$ cat src/rtl/riscv_pkg.sv
// Shared branch encodings and the branch-resolve FSM state type.
package riscv_pkg;

    localparam logic [2:0] F3_BEQ  = 3'b000;
    localparam logic [2:0] F3_BNE  = 3'b001;
    localparam logic [2:0] F3_BLT  = 3'b100;
    localparam logic [2:0] F3_BGE  = 3'b101;
    localparam logic [2:0] F3_BLTU = 3'b110;
    localparam logic [2:0] F3_BGEU = 3'b111;

    localparam int unsigned FLUSH_CNT_W = 3;

    typedef enum logic [1:0] {
        BR_IDLE     = 2'd0,
        BR_REDIRECT = 2'd1,
        BR_FLUSH    = 2'd2
    } br_state_e;

endpackage

$ cat src/rtl/branch_cond.sv
// Combinational branch predicate from funct3 and the SUB flags of rs1-rs2.
module branch_cond
    import riscv_pkg::*;
(
    input  logic [2:0] i_funct3,
    input  logic       i_zero,
    input  logic       i_negative,
    input  logic       i_overflow,
    input  logic       i_carry,
    output logic       o_taken_c,
    output logic       o_illegal_c
);

    logic w_lt;

    always_comb begin
        w_lt        = i_negative ^ i_overflow;
        o_taken_c   = 1'b0;
        o_illegal_c = 1'b0;
        case (i_funct3)
            F3_BEQ:  o_taken_c = i_zero;
            F3_BNE:  o_taken_c = ~i_zero;
            F3_BLT:  o_taken_c = w_lt;
            F3_BGE:  o_taken_c = ~w_lt;
            // carry set means no borrow, i.e. rs1 >= rs2 unsigned
            F3_BLTU: o_taken_c = ~i_carry;
            F3_BGEU: o_taken_c = i_carry;
            default: o_illegal_c = 1'b1;
        endcase
    end

endmodule

$ cat src/rtl/branch_resolve_unit.sv
// EX-stage branch/jump resolution: redirect to fetch, flush sequencing, event counters.
module branch_resolve_unit
    import riscv_pkg::*;
#(
    parameter int unsigned XLEN         = 32,
    parameter int unsigned FLUSH_CYCLES = 2,
    parameter int unsigned CNT_W        = 32
) (
    input  logic             clk,
    input  logic             rst,
    input  logic             ex_valid_i,
    input  logic             ex_branch_i,
    input  logic             ex_jump_i,
    input  logic [2:0]       funct3_i,
    input  logic             zero_i,
    input  logic             negative_i,
    input  logic             overflow_i,
    input  logic             carry_i,
    input  logic [XLEN-1:0]  target_i,
    input  logic             stall_i,
    output logic             redirect_o,
    output logic [XLEN-1:0]  redirect_pc_o,
    output logic             flush_if_id_o,
    output logic             flush_id_ex_o,
    output logic             taken_o,
    output logic             illegal_o,
    output logic             busy_o,
    output logic [CNT_W-1:0] branch_cnt_o,
    output logic [CNT_W-1:0] redir_cnt_o
);

    br_state_e              r_state;
    br_state_e              w_state_nxt;
    logic [FLUSH_CNT_W-1:0] r_flush_cnt;

    logic w_cond_taken;
    logic w_cond_illegal;
    logic w_resolve;
    logic w_is_branch;
    logic w_take;

    logic w_redirect_nxt;
    logic w_flush_if_id_nxt;
    logic w_flush_id_ex_nxt;
    logic w_busy_nxt;

    logic             r_redirect;
    logic             r_flush_if_id;
    logic             r_flush_id_ex;
    logic             r_busy;
    logic             r_taken;
    logic             r_illegal;
    logic [XLEN-1:0]  r_redirect_pc;
    logic [CNT_W-1:0] r_branch_cnt;
    logic [CNT_W-1:0] r_redir_cnt;

    branch_cond u_branch_cond (
        .i_funct3    (funct3_i),
        .i_zero      (zero_i),
        .i_negative  (negative_i),
        .i_overflow  (overflow_i),
        .i_carry     (carry_i),
        .o_taken_c   (w_cond_taken),
        .o_illegal_c (w_cond_illegal)
    );

    // Only IDLE resolves; anything seen in REDIRECT/FLUSH is wrong-path.
    assign w_resolve   = (r_state == BR_IDLE) & ex_valid_i & ~stall_i & (ex_branch_i | ex_jump_i);
    assign w_is_branch = ex_branch_i & ~ex_jump_i;
    assign w_take      = w_resolve & (ex_jump_i | w_cond_taken);

    always_ff @(posedge clk) begin
        if (rst) begin
            r_state <= BR_IDLE;
        end else begin
            r_state <= w_state_nxt;
        end
    end

    always_comb begin
        w_state_nxt = r_state;
        case (r_state)
            BR_IDLE: begin
                if (w_take) w_state_nxt = BR_REDIRECT;
            end
            BR_REDIRECT: begin
                if (!stall_i) w_state_nxt = (FLUSH_CYCLES > 1) ? BR_FLUSH : BR_IDLE;
            end
            BR_FLUSH: begin
                if (r_flush_cnt <= FLUSH_CNT_W'(1)) w_state_nxt = BR_IDLE;
            end
            default: w_state_nxt = BR_IDLE;
        endcase
    end

    always_comb begin
        w_redirect_nxt    = 1'b0;
        w_flush_if_id_nxt = 1'b0;
        w_flush_id_ex_nxt = 1'b0;
        w_busy_nxt        = 1'b0;
        case (w_state_nxt)
            BR_REDIRECT: begin
                w_redirect_nxt    = 1'b1;
                w_flush_if_id_nxt = 1'b1;
                w_flush_id_ex_nxt = 1'b1;
                w_busy_nxt        = 1'b1;
            end
            BR_FLUSH: begin
                w_flush_if_id_nxt = 1'b1;
                w_busy_nxt        = 1'b1;
            end
            default: ;
        endcase
    end

    // Remaining FLUSH cycles; loaded as REDIRECT is left, free-running through stalls.
    always_ff @(posedge clk) begin
        if (rst) begin
            r_flush_cnt <= '0;
        end else if (r_state == BR_REDIRECT && !stall_i) begin
            r_flush_cnt <= FLUSH_CNT_W'(FLUSH_CYCLES - 1);
        end else if (r_state == BR_FLUSH) begin
            r_flush_cnt <= r_flush_cnt - FLUSH_CNT_W'(1);
        end
    end

    always_ff @(posedge clk) begin
        if (rst) begin
            r_redirect    <= 1'b0;
            r_flush_if_id <= 1'b0;
            r_flush_id_ex <= 1'b0;
            r_busy        <= 1'b0;
            r_taken       <= 1'b0;
            r_illegal     <= 1'b0;
            r_redirect_pc <= '0;
            r_branch_cnt  <= '0;
            r_redir_cnt   <= '0;
        end else begin
            r_redirect    <= w_redirect_nxt;
            r_flush_if_id <= w_flush_if_id_nxt;
            r_flush_id_ex <= w_flush_id_ex_nxt;
            r_busy        <= w_busy_nxt;
            r_taken       <= w_take;
            r_illegal     <= w_resolve & w_is_branch & w_cond_illegal;
            if (w_take) begin
                r_redirect_pc <= target_i;
                r_redir_cnt   <= r_redir_cnt + CNT_W'(1);
            end
            if (w_resolve && w_is_branch) begin
                r_branch_cnt <= r_branch_cnt + CNT_W'(1);
            end
        end
    end

    assign redirect_o    = r_redirect;
    assign redirect_pc_o = r_redirect_pc;
    assign flush_if_id_o = r_flush_if_id;
    assign flush_id_ex_o = r_flush_id_ex;
    assign taken_o       = r_taken;
    assign illegal_o     = r_illegal;
    assign busy_o        = r_busy;
    assign branch_cnt_o  = r_branch_cnt;
    assign redir_cnt_o   = r_redir_cnt;

endmodule
$ cat config.mk
export PLATFORM = sky130hd
export DESIGN_NAME = branch_resolve_unit
export DESIGN_NICKNAME = d
export VERILOG_FILES = /design/src/rtl/riscv_pkg.sv /design/src/rtl/branch_cond.sv /design/src/rtl/branch_resolve_unit.sv
export SDC_FILE = /design/constraint.sdc
export NUM_CORES = 1
export LEC_CHECK = 0
export BUFFER_PORTS_ARGS = -buffer_cell sky130_fd_sc_hd__buf_2
export CAP_MARGIN = 20
export CORE_UTILIZATION = 55
export CTS_CLUSTER_DIAMETER = 60
export DETAILED_ROUTE_END_ITERATION = 10
export PLACE_DENSITY = 0.92
export SYNTH_ARGS = -nofsm -noshare
export SYNTH_HDL_FRONTEND = slang
export SYNTH_SLANG_ARGS = --single-unit
$ cat constraint.sdc
create_clock -name clk -period 4.1 [get_ports clk]
set_input_delay 0.205 -clock clk [delete_from_list [all_inputs] [get_ports clk]]
set_output_delay 0.205 -clock clk [all_outputs]
set_load 0.05 [all_outputs]
==> impl_metrics.yaml <==
timing:
  period_needed_ns: 2.36
  skew_ns: 0.00883
  fin_tns_setup_ns: 0
  holdWs_ns: 0.0529
  setup_violations: 0
  fin_crit_sh_pct: 57.5
  rsz0062_at_grt: "no"
  worst_slew_pin_slew_ns: 0.953
  fmax_ghz: 0.424
  max_slew_margin_pct: 36.4
  finalMaxSlewViolations: 0
  layout_setup_ws_ns: 1.74
  hold_violations: 0
placement:
  dp.cells: 715
  place_congestion: 0.846
  post-place-ws_ns: 1.56
  dpl.hpwl_um: 7910
  portBuffers: 146
clocking:
  postCtsSetupRepairBufs: 0
  htree_levels: 3
  clk_latency_ns: 0.36
  cts_hold_buf: 0
  cts_resized: 0
  cts_tree: "yes"
  cts.clk_slew.worst_paths_ns: 0.10
  cts_root_buffer: "clkbuf_8"
  clockBufferDepth: 2
  clkSinkCount: 105
  cts_buffers: 9
logic_synthesis:
  synth_seq_cells: 105
  netlist_area_um2: 4600
  synth.distinct_cells: 45
  ys_seq_area_share_pct: 45.7
  synth-main-ff-cell: "dfxtp_1"
  synth_async_sr_flop_share_pct: 0
  synth_enable_flop_cells: 0
  syn_nets: 545
  yosysWarnings: 0
  avgSynthCellArea_um2: 9.27
  netlist_instances: 496
worst_setup_path:
  path_class: "flop to flop"
  crit_arrival_ns: 2.66
  endpoint_kind: "flop"
  crit_path_start_kind: "flop"
  worst_ep_required_time_ns: 4.40
  crit_fanout: 13
global_route:
  use_met3_pct: 5.04
  grt_max_degree: 57
  grt_busiest_layer: "met2"
  overflow: 0
  grtUsageTotal_pct: 25.1
  antenna_found_initial: 0
  grt_pass1_wl_um: 17600
  first_global_vias: 3825
  met2_usage_pct: 43.4
  grt_util_met1_pct: 30.6
final_layout:
  n_antenna_cell: 0
  layoutNonFillerInstCount: 732
  nNetsFinal: 674
  area_delta_synth_final_pct: 21.1
  n_fill_cell: 600
  drive_above_1_share_pct: 29.0
  final_common_cell: "buf_2"
  layout_common_cells: "146 x buf_2, 105 x dfxtp_1, 42 x nor2_1"
  fin_util_pct: 70.6
floorplanning:
  die_h_um: 93.4
  num_rows: 32
  initial_core_util_pct: 58.3
  die_x_um: 93.4
  io_pins: 147
  fp.dieArea_um2: 8730
  core-area_um2: 7890
detailed_routing:
  drc_errors: 0
  vias: 4340
  vias_per_cell: 5.93
  finalWirelength_um: 11200
  wire_per_inst_um: 15.3
  drt-initial-drc-count: 207
  firstDrtPassIters: 4
  ant_nets: 0
hold_path:
  min_path_type: "primary input to flop"
outcome:
  outcome: "complete, no violations"
pwr:
  ir_drop_mv: 0.233
  leakage_nw: 2.36
  p_per_area_nw_per_um2: 330
run:
  max_cap_violations: 0
path summary, 6_finish.rpt:
| kind | slack, ns | start | endpoint | depth (start not counted) |
|---|---|---|---|---|
| worst min-delay path | 0.05 | target_i[16] | redirect_pc_o[16] | 2 |
| worst max register to register | 1.74 | r_state[1] | branch_cnt_o[29] | 6 |
| worst min register to register | 0.48 | redirect_pc_o[15] | redirect_pc_o[15] | 1 |
| worst max-delay path | 1.74 | r_state[1] | branch_cnt_o[29] | 6 |
Yosys cell counts (2+ instances only):
cell type	count	share of area, %
a2111oi_0	2	0.38
a21oi_1	35	3.8
a22o_1	33	6.3
a31o_2	2	0.38
and2_1	6	0.82
and3_1	13	1.8
and4_1	13	2.5
buf_2	5	0.54
buf_4	2	0.33
buf_6	2	0.49
clkbuf_1	25	2.0
dfxtp_1	105	46
ha_1	4	1.1
inv_1	6	0.49
mux2_2	6	1.5
nand2_1	18	1.5
nand3_1	27	2.9
nand4_1	23	3.1
nor2_1	42	3.4
nor2b_1	8	1.1
nor3_1	7	0.76
nor4_1	5	0.68
nor4b_1	2	0.38
o21ai_0	8	0.87
o31ai_1	22	3.6
or3_1	9	1.2
or4_1	25	4.1
xnor2_1	7	1.3
xor2_1	18	3.4
stage by stage:
stage               power, mW  cell area [um^2]
floorplan                1.21              4600
global placement         1.26              5360
detailed placement       1.27              5360
CTS                      1.84              5540
global route             1.91              5570
finish                   1.84              5570
critical path, stage by stage (launching register included):
cell     delay, ns
dfxtp_1       0.35
nor4b_2       0.27
buf_4         0.23
and3_1        0.48
nand4_1       0.37
or3_1         0.43
a21oi_1       0.15
layer usage:
metal  part of all wire (%)  vias up
li1                       -     2126
met1                     41     2059
met2                     52      138
met3                    5.5       17
met4                    1.4        0
met5                      0        -
flip-flops by register name (all words and copies together) (netlist names):
| signal | flops |
|---|---|
| illegal_o | 1 |
| r_flush_cnt | 3 |
| redir_cnt_o | 32 |
| flush_id_ex_o | 1 |
| busy_o | 1 |
| branch_cnt_o | 32 |
| r_state | 2 |
| redirect_pc_o | 32 |
| taken_o | 1 |
cells by family after synthesis:
logic type | synth area share, %
AO/OA/AOI/OAI | 16.9
XOR/XNOR | 5.25
adder cells (fa/ha/maj) | 1.09
buffers and inverters | 3.89
flip-flops | 45.7
multiplexers | 1.47
AND/OR/NAND/NOR | 25.7
layout make-up:
class / instances / area [um^2] / share of cell area (%)
clock buffer: 9 / 124 / 2.23
multi-input combinational: 351 / 2340 / 42.1
inverter: 6 / 22.5 / 0.405
clock inverter: 7 / 52.6 / 0.944
sequential: 105 / 2100 / 37.8
timing repair buffer: 152 / 796 / 14.3
tap: 102 / 128 / 2.29
power by group:
group	leakage (nW)	internal, mW	switching (mW)
sequential	0.849	1.04	0.0117
clock	0.0836	0.225	0.360
combinational	1.43	0.0606	0.142
total	2.36	1.32	0.513
No activity file was read; power rests on OpenSTA's default activity.
